`config.mk`:
```
export PLATFORM = sky130hd
export DESIGN_NAME = ppu_host_port_flat
export DESIGN_NICKNAME = d
export VERILOG_FILES = /design/src/rtl/ppu_pkg.sv /design/src/rtl/ppu_host_port_if.sv /design/src/rtl/ppu_vram_slot.sv /design/src/rtl/ppu_host_port.sv /design/src/flat_wrapper.sv
export SDC_FILE = /design/constraint.sdc
export NUM_CORES = 1
export LEC_CHECK = 0
export BUFFER_PORTS_ARGS = -buffer_cell sky130_fd_sc_hd__buf_4
export CAP_MARGIN = 25
export CORE_ASPECT_RATIO = 1.75
export CORE_UTILIZATION = 54
export CTS_CLUSTER_DIAMETER = 50
export DETAILED_ROUTE_END_ITERATION = 7
export PLACE_DENSITY = 0.84
export SETUP_SLACK_MARGIN = 0.1
export SYNTH_ARGS = -nofsm -noshare
export SYNTH_HDL_FRONTEND = slang
export SYNTH_SLANG_ARGS = --single-unit
```
`constraint.sdc`:
```
create_clock -name I_clock -period 2.51 [get_ports I_clock]
set_clock_uncertainty 0.2 [all_clocks]
set_input_delay 0.1255 -clock I_clock [delete_from_list [all_inputs] [get_ports I_clock]]
set_output_delay 0.1255 -clock I_clock [all_outputs]
set_load 0.05 [all_outputs]
```
`src/rtl/ppu_pkg.sv`:
```
// Shared types and constants for the PPU host port: register indices, VRAM op
// FSM states and the posted VRAM operation record.
package ppu_pkg;

  localparam int VRAM_AW = 14;
  localparam int INC_ROW = 32;
  localparam int INC_COL = 1;

  typedef enum logic [2:0] {
    REG_CTRL   = 3'd0,
    REG_MASK   = 3'd1,
    REG_STATUS = 3'd2,
    REG_RSVD3  = 3'd3,
    REG_RSVD4  = 3'd4,
    REG_SCROLL = 3'd5,
    REG_ADDR   = 3'd6,
    REG_DATA   = 3'd7
  } host_reg_e;

  typedef enum logic [1:0] {
    IDLE    = 2'd0,
    WAIT    = 2'd1,
    ACCESS  = 2'd2,
    CAPTURE = 2'd3
  } op_state_e;

  typedef struct packed {
    logic               wr;
    logic [VRAM_AW-1:0] addr;
    logic [7:0]         data;
  } vram_op_t;

endpackage

```
`src/rtl/ppu_host_port_if.sv`:
```
// CPU-side register window of the PPU: 3-bit index, read/write strobes and
// the write and registered read data buses.
interface ppu_host_port_if;
  logic [2:0] I_host_addr;
  logic       I_host_wren;
  logic       I_host_rden;
  logic [7:0] I_host_data;
  logic [7:0] O_host_data;

  modport master (
    output I_host_addr, I_host_wren, I_host_rden, I_host_data,
    input  O_host_data
  );

  modport slave (
    input  I_host_addr, I_host_wren, I_host_rden, I_host_data,
    output O_host_data
  );
endinterface

```
`src/rtl/ppu_vram_slot.sv`:
```
// One-deep host VRAM operation: latches a posted op, waits for a pixel slot
// the renderer leaves free, drives the VRAM port and captures read data.
module ppu_vram_slot
  import ppu_pkg::*;
(
  input  logic               I_clock,
  input  logic               I_reset,
  input  logic               post,
  input  vram_op_t           op_in,
  input  logic               I_vid_rise,
  input  logic               I_render_busy,
  input  logic [7:0]         I_vid_data,
  output logic               busy,
  output logic               done,
  output logic [7:0]         rd_data,
  output logic [VRAM_AW-1:0] vid_addr,
  output logic               vid_wren,
  output logic [7:0]         vid_data
);

  op_state_e          state_reg, state_next;
  vram_op_t           op_reg;
  logic               grant;
  logic [VRAM_AW-1:0] vid_addr_reg;
  logic               vid_wren_reg;
  logic [7:0]         vid_data_reg;

  always_ff @(posedge I_clock or negedge I_reset) begin
    if (!I_reset) begin
      state_reg <= IDLE;
      op_reg    <= '0;
    end else begin
      state_reg <= state_next;
      if (state_reg == IDLE && post)
        op_reg <= op_in;
    end
  end

  always_comb begin
    state_next = state_reg;
    grant      = 1'b0;
    case (state_reg)
      IDLE:    if (post) state_next = WAIT;
      WAIT: begin
        if (I_vid_rise && !I_render_busy) begin
          grant      = 1'b1;
          state_next = ACCESS;
        end
      end
      ACCESS:  state_next = op_reg.wr ? IDLE : CAPTURE;
      CAPTURE: state_next = IDLE;
      default: state_next = IDLE;
    endcase
  end

  // Port registers load on the grant edge so the access lands in grant+1;
  // the address then holds until the next grant.
  always_ff @(posedge I_clock or negedge I_reset) begin
    if (!I_reset) begin
      vid_addr_reg <= '0;
      vid_wren_reg <= 1'b0;
      vid_data_reg <= '0;
    end else begin
      vid_wren_reg <= grant & op_reg.wr;
      if (grant) begin
        vid_addr_reg <= op_reg.addr;
        if (op_reg.wr)
          vid_data_reg <= op_reg.data;
      end
    end
  end

  assign busy     = (state_reg != IDLE);
  assign done     = (state_reg == CAPTURE);
  assign rd_data  = I_vid_data;
  assign vid_addr = vid_addr_reg;
  assign vid_wren = vid_wren_reg;
  assign vid_data = vid_data_reg;

endmodule

```
`src/rtl/ppu_host_port.sv`:
```
// PPU host port: CPU register window, vblank/NMI and VRAM access scheduling.
// Optional open-bus latch enabled by defining PPU_OPEN_BUS_EN.
module ppu_host_port
  import ppu_pkg::*;
#(
  parameter int ADDR_W = VRAM_AW
) (
  input  logic              I_clock,
  input  logic              I_reset,
  ppu_host_port_if.slave    host,
  input  logic              I_vid_rise,
  input  logic              I_render_busy,
  input  logic              I_vblank_set,
  input  logic              I_vblank_clr,
  output logic              O_host_nmi,
  output logic [ADDR_W-1:0] O_vid_addr,
  output logic              O_vid_wren,
  output logic [7:0]        O_vid_data,
  input  logic [7:0]        I_vid_data,
  output logic [7:0]        O_ctrl,
  output logic [7:0]        O_mask,
  output logic [7:0]        O_scroll_x,
  output logic [7:0]        O_scroll_y,
  output logic              O_busy
);

  logic [7:0]         ctrl_reg, ctrl_next, mask_reg, scroll_x_reg, scroll_y_reg;
  logic [ADDR_W-1:0]  t_reg, t_inc;
  logic               w_reg, vblank_reg, vblank_next, nmi_reg;
  logic [7:0]         host_data_reg, rd_buf_reg, rd_val, open_val;
  logic               wr_stb, rd_stb, status_rd, data_acc, post, vblank_rd;
  logic               slot_busy, slot_done, slot_wren;
  logic [7:0]         slot_rdata, slot_wdata;
  logic [VRAM_AW-1:0] slot_addr;
  vram_op_t           op;

  always_comb begin
    // A simultaneous write and read is treated as a write only.
    wr_stb    = host.I_host_wren;
    rd_stb    = host.I_host_rden & ~host.I_host_wren;
    status_rd = rd_stb && (host.I_host_addr == REG_STATUS);
    data_acc  = (wr_stb || rd_stb) && (host.I_host_addr == REG_DATA);
    post      = data_acc & ~slot_busy;
    t_inc     = t_reg + (ctrl_reg[2] ? ADDR_W'(INC_ROW) : ADDR_W'(INC_COL));

    ctrl_next = ctrl_reg;
    if (wr_stb && host.I_host_addr == REG_CTRL)
      ctrl_next = host.I_host_data;

    // A set arriving with the STATUS read wins: the read misses it, the flag stays.
    vblank_rd   = vblank_reg & ~I_vblank_set;
    vblank_next = vblank_reg;
    if (I_vblank_set)
      vblank_next = 1'b1;
    else if (I_vblank_clr || status_rd)
      vblank_next = 1'b0;

    case (host.I_host_addr)
      REG_STATUS: rd_val = {vblank_rd, 2'b00, open_val[4:0]};
      REG_DATA:   rd_val = rd_buf_reg;
      default:    rd_val = open_val;
    endcase

    op.wr   = wr_stb;
    op.addr = VRAM_AW'(t_reg);
    op.data = host.I_host_data;
  end

`ifdef PPU_OPEN_BUS_EN
  logic [7:0] open_bus_reg;

  always_ff @(posedge I_clock or negedge I_reset) begin
    if (!I_reset)
      open_bus_reg <= '0;
    else if (wr_stb)
      open_bus_reg <= host.I_host_data;
    else if (rd_stb)
      open_bus_reg <= rd_val;
  end

  assign open_val = open_bus_reg;
`else
  assign open_val = 8'h00;
`endif

  always_ff @(posedge I_clock or negedge I_reset) begin
    if (!I_reset) begin
      ctrl_reg      <= '0;
      mask_reg      <= '0;
      scroll_x_reg  <= '0;
      scroll_y_reg  <= '0;
      t_reg         <= '0;
      w_reg         <= 1'b0;
      vblank_reg    <= 1'b0;
      nmi_reg       <= 1'b0;
      host_data_reg <= '0;
      rd_buf_reg    <= '0;
    end else begin
      ctrl_reg   <= ctrl_next;
      vblank_reg <= vblank_next;
      nmi_reg    <= vblank_next & ctrl_next[7];
      if (status_rd)
        w_reg <= 1'b0;
      if (rd_stb)
        host_data_reg <= rd_val;
      if (slot_done)
        rd_buf_reg <= slot_rdata;
      if (post)
        t_reg <= t_inc;
      if (wr_stb) begin
        case (host.I_host_addr)
          REG_MASK: mask_reg <= host.I_host_data;
          REG_SCROLL: begin
            if (!w_reg)
              scroll_x_reg <= host.I_host_data;
            else
              scroll_y_reg <= host.I_host_data;
            w_reg <= ~w_reg;
          end
          REG_ADDR: begin
            if (!w_reg)
              t_reg[ADDR_W-1:8] <= host.I_host_data[ADDR_W-9:0];
            else
              t_reg[7:0] <= host.I_host_data;
            w_reg <= ~w_reg;
          end
          default: ;
        endcase
      end
    end
  end

  ppu_vram_slot u_slot (
    .I_clock       (I_clock),
    .I_reset       (I_reset),
    .post          (post),
    .op_in         (op),
    .I_vid_rise    (I_vid_rise),
    .I_render_busy (I_render_busy),
    .I_vid_data    (I_vid_data),
    .busy          (slot_busy),
    .done          (slot_done),
    .rd_data       (slot_rdata),
    .vid_addr      (slot_addr),
    .vid_wren      (slot_wren),
    .vid_data      (slot_wdata)
  );

  assign host.O_host_data = host_data_reg;
  assign O_host_nmi       = nmi_reg;
  assign O_vid_addr       = ADDR_W'(slot_addr);
  assign O_vid_wren       = slot_wren;
  assign O_vid_data       = slot_wdata;
  assign O_ctrl           = ctrl_reg;
  assign O_mask           = mask_reg;
  assign O_scroll_x       = scroll_x_reg;
  assign O_scroll_y       = scroll_y_reg;
  assign O_busy           = slot_busy;

endmodule

```
`src/flat_wrapper.sv`:
```
// flat-port wrapper written by rule: the top's interface ports become plain ports
module ppu_host_port_flat import ppu_pkg::*;
#(
  parameter int ADDR_W = VRAM_AW
)
  (I_clock, I_reset, I_vid_rise, I_render_busy, I_vblank_set, I_vblank_clr, O_host_nmi, O_vid_addr, O_vid_wren, O_vid_data, I_vid_data, O_ctrl, O_mask, O_scroll_x, O_scroll_y, O_busy, host_I_host_addr, host_I_host_wren, host_I_host_rden, host_I_host_data, host_O_host_data);
  ppu_host_port_if host_i ();
  input  logic I_clock;
  input  logic I_reset;
  input  logic I_vid_rise;
  input  logic I_render_busy;
  input  logic I_vblank_set;
  input  logic I_vblank_clr;
  output logic O_host_nmi;
  output logic [ADDR_W-1:0] O_vid_addr;
  output logic O_vid_wren;
  output logic [7:0] O_vid_data;
  input  logic [7:0] I_vid_data;
  output logic [7:0] O_ctrl;
  output logic [7:0] O_mask;
  output logic [7:0] O_scroll_x;
  output logic [7:0] O_scroll_y;
  output logic O_busy;
  input wire logic [$bits(host_i.I_host_addr)-1:0] host_I_host_addr;
  input wire logic [$bits(host_i.I_host_wren)-1:0] host_I_host_wren;
  input wire logic [$bits(host_i.I_host_rden)-1:0] host_I_host_rden;
  input wire logic [$bits(host_i.I_host_data)-1:0] host_I_host_data;
  output wire logic [$bits(host_i.O_host_data)-1:0] host_O_host_data;
  assign host_i.I_host_addr = host_I_host_addr;
  assign host_i.I_host_wren = host_I_host_wren;
  assign host_i.I_host_rden = host_I_host_rden;
  assign host_i.I_host_data = host_I_host_data;
  assign host_O_host_data = host_i.O_host_data;
  ppu_host_port #(.ADDR_W(ADDR_W)) u_core (.I_clock(I_clock), .I_reset(I_reset), .host(host_i), .I_vid_rise(I_vid_rise), .I_render_busy(I_render_busy), .I_vblank_set(I_vblank_set), .I_vblank_clr(I_vblank_clr), .O_host_nmi(O_host_nmi), .O_vid_addr(O_vid_addr), .O_vid_wren(O_vid_wren), .O_vid_data(O_vid_data), .I_vid_data(I_vid_data), .O_ctrl(O_ctrl), .O_mask(O_mask), .O_scroll_x(O_scroll_x), .O_scroll_y(O_scroll_y), .O_busy(O_busy));
endmodule
```
==> flow_metrics.tcl <==
set metrics [dict create \
    cts_root_buf "clkbuf_16" \
    cp_cell_sequence "dlygate4sd3_1 > buf_4 > and3_4 > nand3_2 > buf_4 > or3_1 > a31oi_1" \
    syn_nets 436 \
    layout_common_cells "dfrtp_1 (113), nand2_1 (101), buf_4 (98)" \
    p_sw_w 0.003047 \
    critPathSlowestCell "dlygate4sd3_1" \
    status "completed" \
    grt_overflow 0 \
    pin_count 92 \
    viasPerCell 5.502 \
    syn2layout_area_growth_pct 36.11 \
    drive_above_1_share_pct 37.64 \
    synth-seq-cells 113 \
    synthCells 406 \
    synth_area_sq_um 4743 \
    fp.dieW_um 72.85 \
    drcViolationCount 0 \
    worstPathMaxFanout 21 \
    gp_congestion 0.8836 \
    max-slew-margin-rel_pct 65.83 \
    drt_iter0_drc 280 \
    post-route-period-util_pct 87.25 \
    fin_cells 665 \
    wl_per_cell_um 17.43 \
    largest_register_ff_count 23 \
    powerDensity_nw_per_um2 1259 \
    ys_seq_area_share_pct 59.61 \
    cts_made_buffers 17 \
    fmax_mhz 456.6 \
    layout_commonest_cell "dfrtp_1" \
    drv_slew 0 \
    rsz0062_at_grt "false" \
    switching_share_pct 37.49 \
    vdd_drop_max_mv 1.034 \
    tightest_slew_ns 0.5126 \
    core-area_sq_um 8423 \
    grt_usage_pct 27.96 \
    start_kind "primary input" \
    nets 567 \
    combPwrFrac_pct 34.0 \
    crit_path_max_incr_delay_ns 0.53 \
    power_frac_seq_pct 36.1 \
    die_y_um 126.0 \
    tritoncts "yes" \
    htreeDepth 4 \
    synthArstFlopShare_pct 100.0 \
    drv_cap 0 \
    cts_buffer_depth 2 \
    synth_edf_count 0 \
    place.port_buffers 91 \
    clock-sinks 113 \
    finalSetupViolations 0 \
    path_common_cell "buf_4" \
    antenna_cells 0 \
    rows 44 \
    ys.flop_type "dfrtp_1" \
    clk_pin_slew_ns 0.05 \
    syn_avg_cell_area_sq_um 11.68 \
    placed_cells 607 \
    cp.arrival_ns 2.31 \
    antenna_found_initial 0 \
    routed_wl_mm 11.59 \
    cp_data_required_time_ns 2.63 \
    fill_cells 540 \
    ant_nets 0 \
    min_period_ns 2.190 \
    insertion_delay_ns 0.41 \
    yosysWarnings 0 \
    power_frac_clock_pct 29.9 \
    grt_max_degree 53 \
    start_util_pct 56.31 \
    hold_viol 0 \
    critical_path_class "in -> reg" \
    post-place-ws_ns 0.4235 \
    grt_pass1_vias 3759 \
    setup_slack_ns 0.3199 \
    p_total_w 0.008127 \
    crit_path_end_kind "register" \
    firstDrtPassIters 5 \
    grt_pass1_wl_mm 18.67 \
    vias 3659 \
    internal-power_w 0.005080 \
    dieArea_sq_um 9177 \
    final.setup.tns_ns 0 \
    synth_cell_types 50 \
    hold_slack_ns 0.02116 \
    hold_class "in -> async" \
    dpl.hpwl_mm 7.292 \
    p_leak_nw 3.097 \
]
==> synth_stat cells, types with 3 or more instances <==
cell / n / share of area (%)
nor2_1: 12 / 0.95
o21ai_0: 14 / 1.5
o211ai_1: 3 / 0.47
nand2b_1: 4 / 0.53
clkbuf_1: 3 / 0.24
buf_2: 9 / 0.95
or3_1: 4 / 0.53
o31ai_1: 5 / 0.79
a31oi_1: 7 / 0.92
mux2_2: 60 / 14
nand3_1: 10 / 1.1
dfrtp_1: 113 / 60
ha_1: 3 / 0.79
nor3_1: 3 / 0.32
inv_1: 9 / 0.71
or4_1: 6 / 0.95
a21oi_1: 3 / 0.32
nand2_1: 101 / 8.0
==> cell families after synthesis <==
kind of cell             share of synthesized area, %
multiplexers                                    14.56
AND/OR/NAND/NOR                                 16.72
AO/OA/AOI/OAI                                   5.830
flip-flops                                      59.61
buffers and inverters                           2.295
adder cells (fa/ha/maj)                        0.7914
XOR/XNOR                                       0.1847
==> metal layers <==
| metal | part of all wire (%) | routed length (um) | global-route usage, % | vias to the layer above |
|---|---|---|---|---|
| met5 | 0 | 0 | 0 | - |
| met4 | 3.8 | 444 | 14.88 | 0 |
| met3 | 4.4 | 514 | 8.480 | 34 |
| met2 | 55 | 6344 | 47.28 | 121 |
| met1 | 37 | 4290 | 30.93 | 1836 |
| li1 | - | - | - | 1668 |
==> worst max-delay path: cells and delay by family <==
kind	cells	cell delay (ns)
simple gates	3	0.99
compound gates	1	0.18
buf+inv	3	1.01
==> power groups by stage <==
stage | logic, W | clock network (W) | registers, W
finish | 0.00276 | 0.00243 | 0.00293
detailed placement | 0.00270 | 0 | 0.00293
global route | 0.00292 | 0.00253 | 0.00300
floorplan | 0.000857 | 0 | 0.00388
CTS | 0.00276 | 0.00245 | 0.00291
global placement | 0.00265 | 0 | 0.00288
==> cell type report <==
type	instances	area (sq um)	area share (%)
clock inverters	11	135.1	2.093
inverters	9	33.78	0.5233
flip-flops and latches	113	2828	43.80
repair buffers	126	1027	15.91
multi-input cells	270	1818	28.16
well taps	115	143.9	2.229
clock buffers	21	470.5	7.287
==> through the flow <==
| stage | instance area, sq um | util (%) |
|---|---|---|
| after CTS | 6447 | 76.54 |
| after global routing | 6456 | 76.65 |
| final | 6456 | 76.65 |
| after floorplan | 4743 | - |
| after global placement | 5582 | 66.27 |
| after detailed placement | 5582 | 66.27 |
==> final timing paths <==
path | from | to | slack (ns) | cells past startpoint
setup reg to reg | u_core.O_ctrl[2] | u_core.t_reg[12] | 0.39 | 6
hold / removal | I_reset | u_core.O_scroll_y[0] | 0.02 | 2
min in group I_clock | I_render_busy | u_core.u_slot.state_reg[1] | 0.08 | 4
setup / recovery | host_I_host_addr[0] | u_core.t_reg[3] | 0.32 | 7
max in group asynchronous | I_reset | u_core.u_slot.op_reg[9] | 1.39 | 3
hold reg to reg | u_core.u_slot.op_reg[11] | u_core.u_slot.op_reg[11] | 0.27 | 2
==> timing repair <==
action / 4_1_cts / 5_1_grt
endpoints found under the setup margin: 0 / 1
gates resized for setup: 0 / 2
hold endpoints to repair: 182 / 1
setup buffers: 0 / 0
hold buffers: 26 / 1
(Power assumes the default switching activity.)
